==> config.mk <==
export PLATFORM = sky130hd
export DESIGN_NAME = seq_boothmul
export DESIGN_NICKNAME = d
export VERILOG_FILES = /design/src/rtl/seq_boothmul.sv
export SDC_FILE = /design/constraint.sdc
export NUM_CORES = 1
export LEC_CHECK = 0
export CORE_MARGIN = 1
export CORE_UTILIZATION = 25
export CTS_CLUSTER_SIZE = 28
export DETAILED_ROUTE_END_ITERATION = 8
export SYNTH_ARGS = -nofsm -noshare
export SYNTH_HDL_FRONTEND = slang
export SYNTH_SLANG_ARGS = --single-unit
==> constraint.sdc <==
create_clock -name clock -period 5.5 [get_ports clock]
set_input_delay 0.825 -clock clock [delete_from_list [all_inputs] [get_ports clock]]
set_output_delay 0.825 -clock clock [all_outputs]
set_load 0.005 [all_outputs]
==> src/rtl/seq_boothmul.sv <==
// Sequential radix-4 Booth multiplier: one Booth digit per clock, start/busy/done handshake,
// signed or unsigned operands, full 2*DATA_WIDTH product registered on completion.
module seq_boothmul #(
    parameter int DATA_WIDTH = 32
) (
    input  logic                      clock,
    input  logic                      clear,
    input  logic                      start,
    input  logic                      is_signed,
    input  logic [DATA_WIDTH-1:0]     Q,
    input  logic [DATA_WIDTH-1:0]     M,
    output logic                      busy,
    output logic                      done,
    output logic [2*DATA_WIDTH-1:0]   A
);

    localparam int N_ITER = (DATA_WIDTH + 2) / 2;
    localparam int ACC_W  = 2 * DATA_WIDTH + 4;
    localparam int MR_W   = DATA_WIDTH + 3;
    localparam int CNT_W  = $clog2(N_ITER + 1);
    localparam logic [CNT_W-1:0] LAST_CNT = CNT_W'(N_ITER - 1);

    typedef enum logic [1:0] {
        S_IDLE = 2'd0,
        S_RUN  = 2'd1,
        S_DONE = 2'd2
    } state_t;

    state_t            state_reg;
    logic [CNT_W-1:0]  cnt_reg;
    logic [ACC_W-1:0]  acc_reg;
    logic [ACC_W-1:0]  mcand_reg;
    logic [MR_W-1:0]   mplier_reg;

    logic [ACC_W-1:0]  row_next;
    logic              neg_next;
    logic [ACC_W-1:0]  acc_next;
    logic [ACC_W-1:0]  q_ext_next;
    logic [MR_W-1:0]   m_ext_next;
    logic              q_fill;
    logic              m_fill;

    // Operand extension: the multiplicand fills the whole accumulator width so later
    // left shifts keep the sign; the multiplier gains two extension bits and an implicit 0 LSB.
    assign q_fill = is_signed & Q[DATA_WIDTH-1];
    assign m_fill = is_signed & M[DATA_WIDTH-1];

    generate
        for (genvar gi = 0; gi < ACC_W; gi++) begin : g_q_ext
            if (gi < DATA_WIDTH) begin : g_data
                assign q_ext_next[gi] = Q[gi];
            end else begin : g_fill
                assign q_ext_next[gi] = q_fill;
            end
        end
    endgenerate

    assign m_ext_next = {m_fill, m_fill, M, 1'b0};

    // Booth digit decode on the low three bits of the right-shifting multiplier.
    always_comb begin
        row_next = '0;
        neg_next = 1'b0;
        case (mplier_reg[2:0])
            3'b001, 3'b010: begin
                row_next = mcand_reg;
                neg_next = 1'b0;
            end
            3'b011: begin
                row_next = mcand_reg << 1;
                neg_next = 1'b0;
            end
            3'b100: begin
                row_next = mcand_reg << 1;
                neg_next = 1'b1;
            end
            3'b101, 3'b110: begin
                row_next = mcand_reg;
                neg_next = 1'b1;
            end
            default: begin
                row_next = '0;
                neg_next = 1'b0;
            end
        endcase
    end

    // Subtraction as inverted row plus a carry-in at the LSB.
    assign acc_next = acc_reg + (neg_next ? ~row_next : row_next) + {{(ACC_W-1){1'b0}}, neg_next};

    // The done pulse is registered from the DONE state, so it appears while the FSM is
    // already back in IDLE; start is ignored during that pulse cycle as well.
    always_ff @(posedge clock) begin
        if (clear) begin
            state_reg  <= S_IDLE;
            busy       <= 1'b0;
            done       <= 1'b0;
            A          <= '0;
            cnt_reg    <= '0;
            acc_reg    <= '0;
            mcand_reg  <= '0;
            mplier_reg <= '0;
        end else begin
            case (state_reg)
                S_IDLE: begin
                    done <= 1'b0;
                    if (start && !done) begin
                        mcand_reg  <= q_ext_next;
                        mplier_reg <= m_ext_next;
                        acc_reg    <= '0;
                        cnt_reg    <= '0;
                        busy       <= 1'b1;
                        state_reg  <= S_RUN;
                    end
                end
                S_RUN: begin
                    acc_reg    <= acc_next;
                    mcand_reg  <= mcand_reg << 2;
                    mplier_reg <= mplier_reg >> 2;
                    cnt_reg    <= cnt_reg + 1'b1;
                    if (cnt_reg == LAST_CNT) begin
                        A         <= acc_next[2*DATA_WIDTH-1:0];
                        busy      <= 1'b0;
                        state_reg <= S_DONE;
                    end
                end
                S_DONE: begin
                    done      <= 1'b1;
                    state_reg <= S_IDLE;
                end
                default: begin
                    busy      <= 1'b0;
                    done      <= 1'b0;
                    state_reg <= S_IDLE;
                end
            endcase
        end
    end

endmodule

==> summary.md, run 1 <==
| Metric | Value |
|---|---|
| Outcome | complete, no violations |
| Synth cell types | 71 |
| Rows | 85 |
| WP data required | 5.97 ns |
| Vias | 12800 |
| Initial antenna violation count | 0 |
| RR Endpoint | A[61] |
| Hold path cells | 2 |
| Syn_area_per_cell | 7.94 um^2 |
| WL final | 42300 um |
| Antenna Nets Post-Route | 0 |
| PwrDens | 295 nW/um^2 |
| Sequential fraction of the synthesis area | 34.0% |
| Worst Tran Pin Value | 1.19 ns |
| # clock sinks | 235 |
| Nets | 1924 |
| Fmax | 0.215 GHz |
| Bufs on Longest Clock Path | 3 |
| Cell family with most CP delay | compound AO/OA/AOI/OAI gates |
| Vert. Die Dim | 237 um |
| GPL Wtd Cong | 0.882 |
| Critical path arrival | 5.11 ns |
| Tot Pwr | 0.00493 W |
| CTS clk-pin slew, worst paths | 0.06 ns |
| Setup Buffers After CTS | 0 |
| Port buffer count | 133 |
| Worst Setup End Kind | register |
| Hold crit path type | register to register |
| Die area | 56300 um^2 |
| HPWL after DPL | 30500 um |
| LEAKAGE | 6.10 nW |
| Initial Utilization | 25.5% |
| HP Start | A[39] |
| First-pass GRT wire length | 68200 um |
| Worst path bufs/invs | 2 |
| Pins over their slew limit | 0 |
| Critical Path Slowest Stage Cell | ha_2 |
| Worst ir drop on vdd | 0.000190 V |
| DRT iter0 DRCs | 802 |
| Routed len/inst | 16.9 um |
| Clock tree root buffer cell | clkbuf_16 |
| Vias in the first global route | 12600 |
| Top FF cell, synth | dfxtp_1 |
| CTS tree | done |
| Final setup viols | 0 |
| List of most frequent post-synthesis cells | 278 x nand2_1, 235 x dfxtp_1, 173 x a21oi_1 |
| Critical Path Max Stage Delay | 0.65 ns |
| Worst r2r src | mplier_reg[0] |
| Relative slew slack | 20.2% |
| Syn nets | 1885 |
| Clk_lat worst skew | 0.58 ns |
| Flops & latches, synth | 235 |
| Setup slack, reg-to-reg | 0.85 ns |
| Io pins | 134 |
| Layout cells sized above 1 | 5.60% |
| Cells resized by post-CTS repair | 0 |
| Max-cap violation count | 0 |
| Antenna diode count | 0 |
| Mapped Cells | 1742 |
| YS warnings | 0 |
| Leading area contributor after synthesis | dfxtp_1 |
| R2R depth | 16 |
| Number of synthesized flops with an enable pin | 0 |
| Part of the cycle the worst path needs | 84.5% |
| DIE WIDTH | 237 um |
| Setup TNS | 0 ns |
| Final hold violation count | 0 |
| Worst Path Max Fanout | 24 |
| DR vias/cell | 5.11 |
| TritonCTS buffer count | 29 |
| Drt first pass iters | 5 |
| Largest net degree at the start of global routing | 100 |
| Area growth, synth to finish | 20.9% |
| GR Util All Layers | 14.8% |
| Synthesized cell area | 13800 um^2 |
| Crit Path Class | register to register |
| Most frequent cell after synthesis | nand2_1 |
| Area contributors post-synth | dfxtp_1 34%, nand2_1 7.5%, ha_1 6.7%, a22oi_1 6.6%, a21oi_1 6.3% |
| RSZ-0062 raised after global routing | no |
| Critical path launch point type | register |
| Clk_skew | 0.0325 ns |
| Post-synth top area share | 34.0% |
| Asr flop ratio synth | 0% |
| CP Cell Sequence | inv_1 > ha_2 > buf_4 > a22oi_1 > xor2_1 > ha_1 > nand2_1 > o21ai_0 > o31ai_1 > a211oi_1 > nor2_1 > o31ai_4 > a21oi_2 > o41ai_4 > nor4b_1 > a211o_1 |
| Drc violations | 0 |
| Global route overflow | 0 |
| Core ar. | 54200 um^2 |
| Post-CTS Hold Fix Bufs | 0 |
| Endpoint, Worst Hold | A[39] |
| Number of H-tree levels | 1 |
| Final Critical Period | 4.65 ns |
## metrics by stage
stage	std cells	instance area [um^2]	worst slack, ns	utilization (%)	hold slack [ns]
2_1_floorplan	1742	13800	1.33	-	0.430
3_3_place_gp	2446	15700	1.00	29.0	0.438
3_5_place_dp	2446	15700	0.850	29.0	0.446
4_1_cts	2499	16700	0.815	30.9	0.434
5_1_grt	2499	16700	0.514	30.9	0.465
6_report	2499	16700	0.854	30.9	0.451
## worst max-delay path by stage
stage                        startpoint     endpoint  cells after the start
after floorplan           mplier_reg[0]  acc_reg[54]                     16
after global placement    mplier_reg[0]        A[61]                     16
after detailed placement  mplier_reg[0]        A[59]                     17
after CTS                 mplier_reg[0]        A[59]                     17
after global routing      mplier_reg[0]  acc_reg[40]                     16
final                     mplier_reg[0]        A[61]                     16
## tightest hold or removal path, stage by stage, from the launching register on
cell and delay (ns):
dfxtp_1 0.31, nand2_1 0.05, a21oi_1 0.05
## cell families (layout without fill, tap and decap cells)
| group | Yosys count | after routing | share of synthesized area, % |
|---|---|---|---|
| AO/OA/AOI/OAI | 574 | 574 | 28.6 |
| AND/OR/NAND/NOR | 557 | 557 | 17.6 |
| flip-flops | 235 | 235 | 34.0 |
| buffers and inverters | 173 | 234 | 4.75 |
| XOR/XNOR | 125 | 125 | 7.91 |
| adder cells (fa/ha/maj) | 75 | 75 | 6.83 |
| multiplexers | 3 | 3 | 0.235 |
## per-layer routing
| metal | vias to the layer above | share of wire, % | GRT usage (%) |
|---|---|---|---|
| li1 | 6373 | - | - |
| met1 | 6040 | 48 | 20.2 |
| met2 | 291 | 45 | 23.7 |
| met3 | 71 | 4.7 | 2.24 |
| met4 | 0 | 2.6 | 4.67 |
| met5 | - | 0 | 0 |
## cell usage in the layout, fill, tap and decap left out, types with 7 or more instances in the layout
master           netlist  routed
nand2_1              278     278
dfxtp_1              235     235
a21oi_1              173     173
nor2_1               149     146
clkdlybuf4s50_1        0     132
a22oi_1              122     122
xor2_1                93      93
ha_1                  74      73
a311oi_1              62      62
o21ai_0               51      51
xnor2_1               32      32
nand4_1               32      32
inv_1                 31      31
clkbuf_16              0      29
a21o_1                26      26
a22o_1                25      25
nand3_1               17      17
o21ai_1               17      17
nor3_1                15      15
buf_4                  0      15
o31ai_1               13      12
o21bai_1              11      11
a31oi_1               11      11
a211oi_1               9       9
or3_1                  9       9
nand2b_1              10       9
nand3b_1               8       8
o211ai_1               7       7
or4_1                  7       7
## where the power goes
| group | switching, W | internal, W | leakage [nW] |
|---|---|---|---|
| sequential | 0.0000738 | 0.00179 | 1.92 |
| combinational | 0.000640 | 0.000358 | 3.68 |
| clock | 0.000799 | 0.00127 | 0.505 |
| total | 0.00151 | 0.00342 | 6.10 |
## cell type report
| class | instances | area (um^2) |
|---|---|---|
| fill | 5771 | 37500 |
| multi-input combinational | 1334 | 8530 |
| sequential | 235 | 4700 |
| timing repair buffer | 150 | 1490 |
| tap | 696 | 871 |
| clock buffer | 37 | 806 |
| clock inverter | 16 | 225 |
| inverter | 31 | 116 |
Power figures use the tool's default switching activity.
==> run 2, diff against run 1 <==
Clock period 5.5 ns to 3.8 ns, I/O delays scaled along.
==> run 2 against run 1 <==
Net effect: the run now ends with setup timing left; combinational power increased by 130%; sequential share of layout area shrank 5.6 points; sequential cell count unchanged; worst hold slack got worse by 0.0012 ns; final area up 25%; setup slack got worse by 1.3 ns; clock skew decreased by 0.017 ns; first-iteration DRC count decreased by 1.4%; non-clock buffer count is 343 higher; sequential power rose by 45%; maximum frequency increased by 11%; critical path type unchanged; largest cell class unchanged.
==> summary.md, run 2 (synthesized netlist as in run 1, its figures left out) <==
| Metric | Value |
|---|---|
| Critical path launch point type | register (unchanged) |
| DIE WIDTH | 237 um (unchanged) |
| Clock tree root buffer cell | clkbuf_16 (unchanged) |
| Nets | 2266 (was 1924) |
| CTS tree | done (unchanged) |
| Clk_lat worst skew | 0.57 ns (was 0.58 ns) |
| Drc violations | 0 (unchanged) |
| Antenna Nets Post-Route | 0 (unchanged) |
| Final setup viols | 62 (was 0) |
| GPL Wtd Cong | 0.905 (was 0.882) |
| DR vias/cell | 5.03 (was 5.11) |
| Worst Setup End Kind | register (unchanged) |
| Met1 Use GR | 20.9% (was 20.2%) |
| Violated checks | setup timing |
| Hold WS | 0.450 ns (was 0.451 ns) |
| Met2 Usage GRT | 26.9% (was 23.7%) |
| Worst Tran Pin Value | 1.20 ns (was 1.19 ns) |
| P_sw | 0.00245 W (was 0.00151 W) |
| Clk network pwr share | 35.3% (was 42.0%) |
| Drt first pass iters | 5 (unchanged) |
| Endpoint, Worst Hold | A[54] (was A[39]) |
| Global route overflow | 0 (unchanged) |
| LEAKAGE | 8.19 nW (was 6.10 nW) |
| Area growth, synth to finish | 51.2% (was 20.9%) |
| Pins over their slew limit | 0 (unchanged) |
| Sw Share | 31.6% (was 30.7%) |
| Die area | 56300 um^2 (unchanged) |
| Vias | 14300 (was 12800) |
| Worst Path Max Fanout | 6 (was 24) |
| # clock sinks | 235 (unchanged) |
| Commonest non-fill, non-tap cells in the layout | 315 x buf_4, 269 x nand2_1, 233 x dfxtp_1, 135 x nor2_1, 134 x a21oi_1 (was 278 x nand2_1, 235 x dfxtp_1, 173 x a21oi_1, 146 x nor2_1, 132 x clkdlybuf4s50_1) |
| Hold crit path type | input port to register (was register to register) |
| Initial Utilization | 25.5% (unchanged) |
| Core ar. | 54200 um^2 (unchanged) |
| GR Util met3 | 2.46% (was 2.24%) |
| DRT iter0 DRCs | 791 (was 802) |
| Worst ir drop on vdd | 0.000356 V (was 0.000190 V) |
| RSZ-0062 raised after global routing | yes (was no) |
| PwrDens | 370 nW/um^2 (was 295 nW/um^2) |
| Final Critical Period | 4.20 ns (was 4.65 ns) |
| Final core occ | 38.6% (was 30.9%) |
| Clk_skew | 0.0151 ns (was 0.0325 ns) |
| TritonCTS buffer count | 28 (was 29) |
| First-pass GRT wire length | 73600 um (was 68200 um) |
| Max-cap violation count | 0 (unchanged) |
| Fmax | 0.238 GHz (was 0.215 GHz) |
| Int Pwr | 0.00530 W (was 0.00342 W) |
| HPWL after DPL | 33300 um (was 30500 um) |
| HP Start | clear (was A[39]) |
| Bufs on Longest Clock Path | 3 (unchanged) |
| Grt peak-use layer | met2 (unchanged) |
| Relative slew slack | 19.7% (was 20.2%) |
| WP data required | 4.25 ns (was 5.97 ns) |
| Hold path cells | 2 (unchanged) |
| Initial antenna violation count | 0 (unchanged) |
| Number of H-tree levels | 1 (unchanged) |
| R2R depth | 19 (was 16) |
| Layout cells sized above 1 | 29.5% (was 5.60%) |
| Outcome | finished with violations (was complete, no violations) |
| WL final | 47600 um (was 42300 um) |
| Routed len/inst | 16.8 um (was 16.9 um) |
| Vert. Die Dim | 237 um (unchanged) |
| RR Endpoint | acc_reg[60] (was A[61]) |
| Setup slack, reg-to-reg | -0.40 ns (was 0.85 ns) |
| Comb power frac | 29.7% (was 20.2%) |
| Crit Path Class | register to register (unchanged) |
| Most common cell after layout, fill and taps aside | buf_4 (was nand2_1) |
| GR Util All Layers | 16.0% (was 14.8%) |
| Setup WS post-layout | -0.400 ns (was 0.854 ns) |
| Power share of the sequential group | 34.9% (was 37.8%) |
| Largest net degree at the start of global routing | 124 (was 100) |
| Vias in the first global route | 13700 (was 12600) |
| Final hold violation count | 0 (unchanged) |
| Part of the cycle the worst path needs | 111% (was 84.5%) |
| Io pins | 134 (unchanged) |
| Rows | 85 (unchanged) |
| CTS clk-pin slew, worst paths | 0.06 ns (about the same) |
| Worst r2r src | mplier_reg[1] (was mplier_reg[0]) |
| Port buffer count | 133 (unchanged) |
| Critical path arrival | 4.65 ns (was 5.11 ns) |
==> run 2: changes by cell type in the layout (fill, tap and decap cells not counted), moves of 15 or more <==
cell     change
a21oi_4     +17
o21ai_0     -24
a22oi_2     +17
xor2_2      +21
a21oi_1     -39
xor2_1      -26
a21oi_2     +22
buf_6       +35
o21ai_2     +15
a22oi_1     -17
buf_4      +300
==> run 2: worst max-delay path by stage <==
stage                             start          end  cells past startpoint
after floorplan           mplier_reg[0]  acc_reg[54]                     17
after global placement    mplier_reg[0]  acc_reg[60]                     17
after detailed placement  mplier_reg[0]        A[61]                     19
after CTS                 mplier_reg[1]  acc_reg[60]                     20
after global routing      mplier_reg[1]  acc_reg[60]                     19
final                     mplier_reg[1]  acc_reg[60]                     19
==> run 2: per-stage QoR <==
step	cells	setup TNS [ns]	area, um^2	setup slack (ns)	total power, W
final	2841	-10.58	20900	-0.400	0.00774
after global routing	2840	-20.33	20900	-0.494	0.00811
after CTS	2807	-5.84	20100	-0.315	0.00762
after detailed placement	2711	-18.91	17800	-0.564	0.00461
after global placement	2711	-13.23	17800	-0.496	0.00458
after floorplan	1742	-0.0202	13900	-0.0145	0.00378
==> run 2: final cells by class <==
class / instances / area, um^2
sequential: 235 / 4710
clock inverter: 13 / 126
tap: 696 / 871
timing repair buffer: 493 / 4300
fill: 5385 / 33300
clock buffer: 38 / 810
multi-input combinational: 1334 / 9990
inverter: 31 / 119
antenna: 1 / 2.50
==> run 2: what timing repair did <==
action,4_1_cts,5_1_grt
gates cloned,1,1
buffers inserted,46,43
endpoints found under the setup margin,76,89
hold buffers,0,0
resized for setup,197,121
pin swaps,77,92
==> run 2: worst max-delay path, stage by stage (launching register included) <==
cell and delay [ns]:
dfxtp_4 0.37, inv_4 0.05, ha_4 0.16, mux2_4 0.31
buf_6 0.15, a22oi_2 0.18, xor2_1 0.17, ha_1 0.31
a211oi_2 0.28, nor2_2 0.06, o31a_1 0.28, buf_6 0.13
a2111oi_4 0.36, or3_4 0.22, a211oi_4 0.06, a211o_4 0.32
a31oi_4 0.23, buf_6 0.15, mux2i_1 0.06, a211o_1 0.22
==> run 2: per-layer routing <==
layer / share of wire (%) / up-vias / wire, um
li1: - / 7041 / -
met4: 2.8 / 0 / 1350
met3: 4.9 / 80 / 2330
met2: 48 / 331 / 22800
met1: 44 / 6825 / 21200
met5: 0 / - / 0
==> run 2: power by group through the flow <==
stage | Sequential [W] | Combinational (W) | Clock (W)
finish | 0.00270 | 0.00230 | 0.00274
global route | 0.00272 | 0.00248 | 0.00292
CTS | 0.00270 | 0.00210 | 0.00282
detailed placement | 0.00275 | 0.00186 | 0
global placement | 0.00275 | 0.00183 | 0
floorplan | 0.00271 | 0.00107 | 0
